## src/rtl/alu_pipe.sv

```systemverilog
// ============================================================================
// alu_pipe
// ----------------------------------------------------------------------------
// Handshaked, parametrised ALU. One operation is accepted per transaction on
// a valid/ready input channel. The result and its flags are returned on a
// valid/ready output channel. Single-cycle ops have 1-cycle latency. The
// optional multiplier is an iterative shift-add that takes DATA_WIDTH cycles.
//
// Configuration macro:
//   ALU_MUL_EN  defined   : op 111 runs the iterative unsigned multiply and
//                           err is always 0.
//               undefined : no multiplier hardware. Op 111 completes in one
//                           cycle with result=0, z_flag=1 and err=1.
//
// Ports:
//   clock      in   system clock; all state changes on the rising edge
//   reset      in   synchronous, active-high reset
//   in_valid   in   an operation is offered
//   in_ready   out  block can accept an operation (high only in IDLE)
//   src_a      in   operand A [DATA_WIDTH]
//   src_b      in   operand B [DATA_WIDTH]
//   op_code    in   operation select [3]
//                   000 ADD, 001 SUB, 010 AND, 011 OR, 100 XOR,
//                   101 SLT, 110 SLL, 111 MUL
//   out_valid  out  result and flags are valid (high only in HOLD)
//   out_ready  in   consumer accepts the result
//   result     out  operation result [DATA_WIDTH]
//   z_flag     out  result == 0
//   c_flag     out  carry (ADD), borrow (SUB), upper-half non-zero (MUL)
//   v_flag     out  signed overflow (ADD/SUB)
//   n_flag     out  result MSB
//   err        out  illegal op (op 111 when the multiplier is not built)
// ============================================================================
module alu_pipe #(
    parameter int DATA_WIDTH = 32
) (
    input  logic                  clock,
    input  logic                  reset,
    input  logic                  in_valid,
    output logic                  in_ready,
    input  logic [DATA_WIDTH-1:0] src_a,
    input  logic [DATA_WIDTH-1:0] src_b,
    input  logic [2:0]            op_code,
    output logic                  out_valid,
    input  logic                  out_ready,
    output logic [DATA_WIDTH-1:0] result,
    output logic                  z_flag,
    output logic                  c_flag,
    output logic                  v_flag,
    output logic                  n_flag,
    output logic                  err
);

    localparam int SHAMT_W = $clog2(DATA_WIDTH);

    localparam logic [2:0] OP_ADD = 3'b000;
    localparam logic [2:0] OP_SUB = 3'b001;
    localparam logic [2:0] OP_AND = 3'b010;
    localparam logic [2:0] OP_OR  = 3'b011;
    localparam logic [2:0] OP_XOR = 3'b100;
    localparam logic [2:0] OP_SLT = 3'b101;
    localparam logic [2:0] OP_SLL = 3'b110;
    localparam logic [2:0] OP_MUL = 3'b111;

    localparam logic [1:0] ST_IDLE = 2'd0;
    localparam logic [1:0] ST_HOLD = 2'd2;
`ifdef ALU_MUL_EN
    localparam logic [1:0] ST_MUL  = 2'd1;
`endif

    logic [1:0] state;

    // ------------------------------------------------------------------
    // Single-cycle datapath, evaluated on the live inputs. Its outputs
    // are only captured on the accept edge.
    // ------------------------------------------------------------------
    logic [DATA_WIDTH:0]   sum_ext;
    logic [DATA_WIDTH:0]   diff_ext;
    logic [DATA_WIDTH-1:0] alu_res;
    logic                  alu_c;
    logic                  alu_v;
    logic                  alu_err;
    logic                  alu_z;
    logic                  alu_n;
    logic                  slt_bit;

    // The extra top bit of these sums carries out the carry and the borrow.
    assign sum_ext  = {1'b0, src_a} + {1'b0, src_b};
    assign diff_ext = {1'b0, src_a} - {1'b0, src_b};
    assign slt_bit  = ($signed(src_a) < $signed(src_b));

    always_comb begin
        alu_res = '0;
        alu_c   = 1'b0;
        alu_v   = 1'b0;
        alu_err = 1'b0;
        case (op_code)
            OP_ADD: begin
                alu_res = sum_ext[DATA_WIDTH-1:0];
                alu_c   = sum_ext[DATA_WIDTH];
                // Overflow when both operands share a sign that the sum does not.
                alu_v   = (src_a[DATA_WIDTH-1] == src_b[DATA_WIDTH-1]) &&
                          (sum_ext[DATA_WIDTH-1] != src_a[DATA_WIDTH-1]);
            end
            OP_SUB: begin
                alu_res = diff_ext[DATA_WIDTH-1:0];
                alu_c   = diff_ext[DATA_WIDTH];
                // Overflow when operand signs differ and the result sign differs from A.
                alu_v   = (src_a[DATA_WIDTH-1] != src_b[DATA_WIDTH-1]) &&
                          (diff_ext[DATA_WIDTH-1] != src_a[DATA_WIDTH-1]);
            end
            OP_AND: alu_res = src_a & src_b;
            OP_OR:  alu_res = src_a | src_b;
            OP_XOR: alu_res = src_a ^ src_b;
            OP_SLT: alu_res = {{(DATA_WIDTH-1){1'b0}}, slt_bit};
            OP_SLL: alu_res = src_a << src_b[SHAMT_W-1:0];
            OP_MUL: begin
                // With the multiplier built, this path is never captured for op 111.
                alu_res = '0;
`ifndef ALU_MUL_EN
                alu_err = 1'b1;
`endif
            end
            default: alu_res = '0;
        endcase
    end

    assign alu_z = (alu_res == '0);
    assign alu_n = alu_res[DATA_WIDTH-1];

`ifdef ALU_MUL_EN
    // ------------------------------------------------------------------
    // Iterative shift-add multiplier. The multiplicand moves left and the
    // multiplier moves right, one bit per cycle. The accumulator is double
    // width so that the upper half can drive the overflow carry.
    // ------------------------------------------------------------------
    logic [2*DATA_WIDTH-1:0] mul_acc;
    logic [2*DATA_WIDTH-1:0] mul_mcand;
    logic [DATA_WIDTH-1:0]   mul_mplier;
    logic [SHAMT_W-1:0]      mul_cnt;
    logic [2*DATA_WIDTH-1:0] mul_next;
    logic                    mul_last;

    assign mul_next = mul_acc + (mul_mplier[0] ? mul_mcand : '0);
    assign mul_last = (mul_cnt == SHAMT_W'(DATA_WIDTH - 1));
`endif

    // ------------------------------------------------------------------
    // Control FSM and output registers. Result and flags change only on
    // accept or on the final multiply step, so they are stable in HOLD.
    // ------------------------------------------------------------------
    always_ff @(posedge clock) begin
        if (reset) begin
            state  <= ST_IDLE;
            result <= '0;
            z_flag <= 1'b0;
            c_flag <= 1'b0;
            v_flag <= 1'b0;
            n_flag <= 1'b0;
            err    <= 1'b0;
`ifdef ALU_MUL_EN
            mul_acc    <= '0;
            mul_mcand  <= '0;
            mul_mplier <= '0;
            mul_cnt    <= '0;
`endif
        end else begin
            case (state)
                ST_IDLE: begin
                    if (in_valid) begin
`ifdef ALU_MUL_EN
                        if (op_code == OP_MUL) begin
                            state      <= ST_MUL;
                            mul_acc    <= '0;
                            mul_mcand  <= {{DATA_WIDTH{1'b0}}, src_a};
                            mul_mplier <= src_b;
                            mul_cnt    <= '0;
                        end else begin
                            state  <= ST_HOLD;
                            result <= alu_res;
                            z_flag <= alu_z;
                            c_flag <= alu_c;
                            v_flag <= alu_v;
                            n_flag <= alu_n;
                            err    <= alu_err;
                        end
`else
                        state  <= ST_HOLD;
                        result <= alu_res;
                        z_flag <= alu_z;
                        c_flag <= alu_c;
                        v_flag <= alu_v;
                        n_flag <= alu_n;
                        err    <= alu_err;
`endif
                    end
                end
`ifdef ALU_MUL_EN
                ST_MUL: begin
                    mul_acc    <= mul_next;
                    mul_mcand  <= mul_mcand << 1;
                    mul_mplier <= mul_mplier >> 1;
                    mul_cnt    <= mul_cnt + SHAMT_W'(1);
                    // The last step's partial sum is the full product.
                    if (mul_last) begin
                        state  <= ST_HOLD;
                        result <= mul_next[DATA_WIDTH-1:0];
                        z_flag <= (mul_next[DATA_WIDTH-1:0] == '0);
                        c_flag <= |mul_next[2*DATA_WIDTH-1:DATA_WIDTH];
                        v_flag <= 1'b0;
                        n_flag <= mul_next[DATA_WIDTH-1];
                        err    <= 1'b0;
                    end
                end
`endif
                ST_HOLD: begin
                    if (out_ready) begin
                        state <= ST_IDLE;
                    end
                end
                default: state <= ST_IDLE;
            endcase
        end
    end

    assign in_ready  = (state == ST_IDLE);
    assign out_valid = (state == ST_HOLD);

endmodule
```

## config.mk

```make
export PLATFORM = sky130hd
export DESIGN_NAME = alu_pipe
export DESIGN_NICKNAME = d
export VERILOG_FILES = /design/src/rtl/alu_pipe.sv
export SDC_FILE = /design/constraint.sdc
export NUM_CORES = 1
export LEC_CHECK = 0
export ABC_AREA = 1
export CAP_MARGIN = 20
export CORE_ASPECT_RATIO = 0.7
export CORE_UTILIZATION = 45
export DETAILED_ROUTE_END_ITERATION = 6
export HOLD_SLACK_MARGIN = 0.03
export PLACE_DENSITY = 0.66
export SYNTH_ARGS = -nofsm -noshare
export SYNTH_HDL_FRONTEND = slang
export SYNTH_SLANG_ARGS = --single-unit
```

## constraint.sdc

```tcl
create_clock -name clock -period 5.1 [get_ports clock]
set_input_delay 1.02 -clock clock [delete_from_list [all_inputs] [get_ports clock]]
set_output_delay 1.02 -clock clock [all_outputs]
set_load 0.01 [all_outputs]
```

# After elaboration in Yosys (flattened, before gate mapping)
# Cells that the tools add are included.
# totals
regBits	39
inputBits	71
elab_cells	42
# op_classes
addsub	2
n_lt_le_gt_ge	1
eq_ne	14
shift	1
mux	7
n_bitwise	3
n_reduce_logical	7
# op_table
operator	count
32-bit one-hot mux with 8 select lines	1
32-bit by 32-bit adder with 33-bit output	1
32-bit by 32-bit subtractor with 33-bit output	1
32-bit bitwise AND	1
32-bit logical NOT	1
32-bit < comparator	1
32-bit OR	1
32-bit by 5-bit left shift with 32-bit output	1
32-bit XOR	1
3-bit equality test (second input constant)	4
3-bit by 2-bit equality test with 1-bit output (second input constant)	2
2-bit 2-to-1 mux	2
1-bit one-hot mux with 2 select lines	2
2-bit one-hot mux with 2 select lines	1
2-bit AND reduction	2
3-bit by 1-bit equality test with 1-bit output (second input constant)	1
3-bit logical NOT	1
1-bit inequality test	3
2-bit equality test (second input constant)	1
1-bit logical AND	2
2-bit logical NOT	1
2-bit by 1-bit inequality test with 1-bit output (second input constant)	1
2-bit inequality test (second input constant)	1
1-bit equality test	1
1-bit 2-to-1 mux	1

# Longest topological paths before layout
# depth
word_depth	4
ltp_mapped	22

# Least setup slack after synthesis
# Ideal clock, no wire load.
# synth_path
kind	in2reg
from	input port src_b[3]
to	register z_flag
setup_time_ns	0.071
arrival_ns	3.273
t_required_ns	5.029
path_slack_ns	1.756
stages	22
n_path_buf	3
cell_sequence	buf_2 > inv_2 > buf_1 > ha_1 > buf_4 > nor2_1 > nand2_1 > inv_1 > nand2_1 > nand2_1 > nand2_1 > nand2_1 > nand2_1 > nand2_1 > nand2_1 > nand3_1 > nand3_1 > nor2_1 > nand2_1 > nor2_1 > nand4_1 > a21oi_1
# synth_via
elab_chain_len	3
# synth_rtl
item	line_no	source
start: declaration	42	input logic [DATA_WIDTH-1:0] src_b,
32-bit by 32-bit subtractor with 33-bit output, or another cell as far along	89	assign diff_ext = {1'b0, src_a} - {1'b0, src_b};
32-bit one-hot mux with 8 select lines (*)	97	case (op_code)
32-bit logical NOT (*)	128	assign alu_z = (alu_res == '0);
end signal: assignment	190	z_flag <= alu_z;
end: declaration	47	output logic z_flag,
# Mark *: on every way between the ends. The rest lies on a longest branch, timed or not.
# A chain may end at the register's enable or synchronous reset.

# Worst setup path after layout
# layout_path
from	input port src_b[0]
to	register z_flag
# Same word-level chain as after synthesis.

==> results by group <==
Outcome
  • Outcome: finished, final reports clean

Detailed routing
  • Via density: about 5.5
  • DR pass1 iterations: 5
  • Number of DRC violations after detailed routing: 0
  • Routed wire length per instance: 18.9 µm
  • Detail Route Antenna Nets: 0
  • Final WL: around 43000 µm
  • DR iter-0 viols: 1669
  • Total via count in the routed design: 12500

STA
  • Final hold violations: 0
  • Setup Skew: about 0.0046 ns
  • Min setup slack post-route: between 0.5 and 0.6 ns
  • Least-Margin Pin Slew: between 0.8 and 0.9 ns
  • Setup_tns: 0 ns
  • Highest attainable clock frequency: 222 MHz
  • Final-report max-slew violation count: 0
  • # setup viols final: 0
  • Setup repair after global routing missed its margin: no
  • Relative slew margins: 42.1%
  • Final clock period utilization by the worst path: between 80% and 90%
  • Post-layout min period: 4.50 ns

Placed design
  • Post-Place Cell Area: between 0.01 and 0.015 mm²
  • DP Worst Slack: ~0.52 ns
  • Placer congestion estimate: ~1.0
  • Estimated wirelength of the detail-placed design: approximately 35000 µm
  • Number of input and output port buffers inserted: ~110

Logic synthesis
  • Post-synthesis sequential area ratio: about 7.5%
  • Cell area after synthesis: slightly below 0.01 mm²
  • Number of different library cells in the post-synthesis netlist: 47
  • Fraction of registers with async set/reset: 0%
  • Flops & latches, synth: 37
  • Count of mapped cells out of synthesis: 1930
  • Number of enable-type register cells in the synthesized netlist: 0
  • Most used flip-flop cell after synthesis: sky130_fd_sc_hd__dfxtp_1
  • Avg Cell Area, Syn: a little over 5 µm²
  • Post-synth net total: 2100
  • Ys Warns: 0

Setup path
  • Worst-path cell with the longest stage delay: sky130_fd_sc_hd__clkdlybuf4s50_1
  • WP data required: approximately 5.3 ns
  • Series of cell instances along the critical path: clkdlybuf4s50_1 -> ha_1 -> fa_1 -> inv_1 -> nand2_1 -> nand3_1 -> nand2_1 -> nand2_1 -> nand2_1 -> nand2_1 -> nand2_1 -> nand2_1 -> nand2_1 -> nand3_1 -> nand2_1 -> nand2_1 -> nand4_1 -> nor2_1 -> nand4_1 -> a21oi_1
  • CP max stage delay: 0.66 ns
  • Launching instance or port of the critical path: src_b[0]
  • Crit path max fanout: 13
  • Critical Path Source Type: primary input
  • Worst Setup Path Type: primary input to flip-flop
  • Arrival time of the worst setup path: 4.71 ns
  • Worst Setup End Kind: flip-flop
  • Startpoint of the most critical register-to-register path: state[1]
  • Most common cell type on the critical path: sky130_fd_sc_hd__nand2_1

Floorplanning
  • Num ports: 110
  • Die height: around 130 µm
  • Die W: roughly 180 µm
  • Standard-cell rows: between 40 and 50
  • Area of the placeable core: ~0.021 mm²
  • Total die area: 0.0225 mm²
  • Starting utilization of the core area: between 40% and 50%

Power
  • Switching fraction of total power: approximately half
  • Peak supply drop: 139 µV
  • Sequential group share of total power: 18.4%
  • Design internal power: between 0.0008 and 0.0009 W
  • Net Switching: 0.000910 W
  • Leak Pwr: 6.36 nW
  • Power density over the cells: between 150 and 200 mW/mm²
  • Combinational share of power: ~65%
  • Clk pwr share: between 15 and 20%
  • Overall power consumption: ~0.0018 W

Clock network
  • Post-CTS repair timing setup buffer count: 0
  • Worst-case clock buffer depth: 2
  • Maximum level of the CTS H-tree: 2
  • CTS tree: yes
  • Clock latency at the later pin of the worst-skew pair: 0.29 ns
  • Sinks on the clock net: 37
  • Num CTS Buffers: 5
  • Clock-pin slew on the worst setup and hold paths: 0.06 ns
  • CTS Hold Bufs: 0
  • Clock Tree Root: sky130_fd_sc_hd__clkbuf_16
  • Number of cells upsized or downsized after cts: 0

Layout
  • Leading cell type in the layout, fill and taps excluded: sky130_fd_sc_hd__nand2_1
  • Area grow syn2layout: 12.7%
  • Net total in the final layout: 2155
  • Commonest cells after routing, fill and taps aside: 608 x sky130_fd_sc_hd__nand2_1, 347 x sky130_fd_sc_hd__inv_1, 272 x sky130_fd_sc_hd__nand3_1
  • Layout cells sized above 1: approximately 3%
  • N_diodes: 0
  • Final cell area excluding filler cells: about 0.011 mm²

Hold path
  • Worst hold path startpoint: err
  • Hold WC Path Type: flip-flop to flip-flop

GRT
  • Antenna violations before repair: 0
  • Global-route wire length before repair: roughly 64000 µm
  • Vias in the first global route: 11000
  • Pin count of the biggest net entering global routing: 53
  • Overall fraction of global-route tracks in use: 37.5%
  • Remaining Overflow, GRT: 0

Run
  • Max-cap violations: 0
[state kept, by name, indices dropped and copies added (netlist names)]
signal,cells
c_flag,1
err,1
result,32
state,1
v_flag,1
z_flag,1
[power groups by stage]
stage	registers [W]	logic, W	clock network, W
after floorplan	0.000344	0.000706	0
after global placement	0.000332	0.00111	0
after detailed placement	0.000333	0.00111	0
after CTS	0.000327	0.00111	0.000309
after global routing	0.000331	0.00125	0.000320
final	0.000327	0.00115	0.000301
[cell usage after synthesis, types with 2 or more instances]
library cell | instances | area share (%)
sky130_fd_sc_hd__nand2_1 | 608 | 23
sky130_fd_sc_hd__inv_1 | 347 | 13
sky130_fd_sc_hd__nand3_1 | 272 | 14
sky130_fd_sc_hd__nor2_1 | 198 | 7.5
sky130_fd_sc_hd__ha_1 | 97 | 12
sky130_fd_sc_hd__a21oi_1 | 84 | 4.3
sky130_fd_sc_hd__o21ai_0 | 63 | 3.2
sky130_fd_sc_hd__dfxtp_1 | 37 | 7.5
sky130_fd_sc_hd__buf_2 | 33 | 1.7
sky130_fd_sc_hd__nand4_1 | 23 | 1.5
sky130_fd_sc_hd__clkbuf_1 | 21 | 0.80
sky130_fd_sc_hd__o22ai_1 | 19 | 1.2
sky130_fd_sc_hd__buf_4 | 12 | 0.91
sky130_fd_sc_hd__o211ai_1 | 12 | 0.91
sky130_fd_sc_hd__buf_6 | 11 | 1.3
sky130_fd_sc_hd__nor2_2 | 9 | 0.57
sky130_fd_sc_hd__nor3_1 | 9 | 0.46
sky130_fd_sc_hd__inv_2 | 7 | 0.27
sky130_fd_sc_hd__o21bai_1 | 7 | 0.53
sky130_fd_sc_hd__a221oi_1 | 5 | 0.44
sky130_fd_sc_hd__nand3b_1 | 5 | 0.38
sky130_fd_sc_hd__o221ai_1 | 5 | 0.44
sky130_fd_sc_hd__a31oi_1 | 4 | 0.25
sky130_fd_sc_hd__nand2_2 | 4 | 0.25
sky130_fd_sc_hd__nand3_2 | 4 | 0.41
sky130_fd_sc_hd__or2_2 | 4 | 0.25
sky130_fd_sc_hd__buf_1 | 3 | 0.11
sky130_fd_sc_hd__o21ai_1 | 3 | 0.15
sky130_fd_sc_hd__xor2_1 | 3 | 0.27
sky130_fd_sc_hd__a221oi_2 | 2 | 0.30
sky130_fd_sc_hd__and3_1 | 2 | 0.13
sky130_fd_sc_hd__fa_1 | 2 | 0.41
[logic make-up (layout without fill, tap and decap cells)]
family | count (synthesis) | after routing | share of synthesized area (%)
XOR/XNOR | 3 | 3 | 0.267
buffers and inverters | 437 | 493 | 18.4
AO/OA/AOI/OAI | 213 | 213 | 12.4
AND/OR/NAND/NOR | 1141 | 1141 | 48.7
flip-flops | 37 | 37 | 7.51
adder cells (fa/ha/maj) | 99 | 99 | 12.7
[layout make-up]
type                       instances  area, µm²
tap                              276        345
multi-input combinational       1456       7310
fill                            2337       9970
sequential                        37        741
inverter                         356       1340
clock inverter                     2       10.0
timing repair buffer             129       1240
clock buffer                       6        129
[through the flow]
stage / instances / hold slack (ns) / util, %
after floorplan: 1930 / 0.490 / -
after global placement: 2254 / 0.458 / 52.1
after detailed placement: 2254 / 0.468 / 52.1
after CTS: 2262 / 0.476 / 52.7
after global routing: 2262 / 0.506 / 52.7
final: 2262 / 0.471 / 52.7
[per-layer routing]
metal	wire (µm)	part of all wire [%]	vias up	global-route usage, %
li1	-	-	6153	-
met1	19700	46	5495	54.5
met2	16700	39	719	53.1
met3	4600	11	85	8.33
met4	1730	4.1	0	14.2
met5	0	0	-	0
[worst paths after layout]
check / endpoint / slack, ns / depth (start not counted)
worst max-delay path: z_flag / 0.60 / 20
worst min register to register: err / 0.47 / 2
worst max register to register: err / 3.42 / 7
worst min-delay path: err / 0.47 / 2
[critical path, delay by kind of cell]
kind | cells | cell delay (ns)
and+or+nand+nor | 15 | 1.99
buffers and inverters | 2 | 0.78
adders and majority gates | 2 | 0.76
AOI/OAI and AO/OA | 1 | 0.14
(Power assumes the default switching activity.)
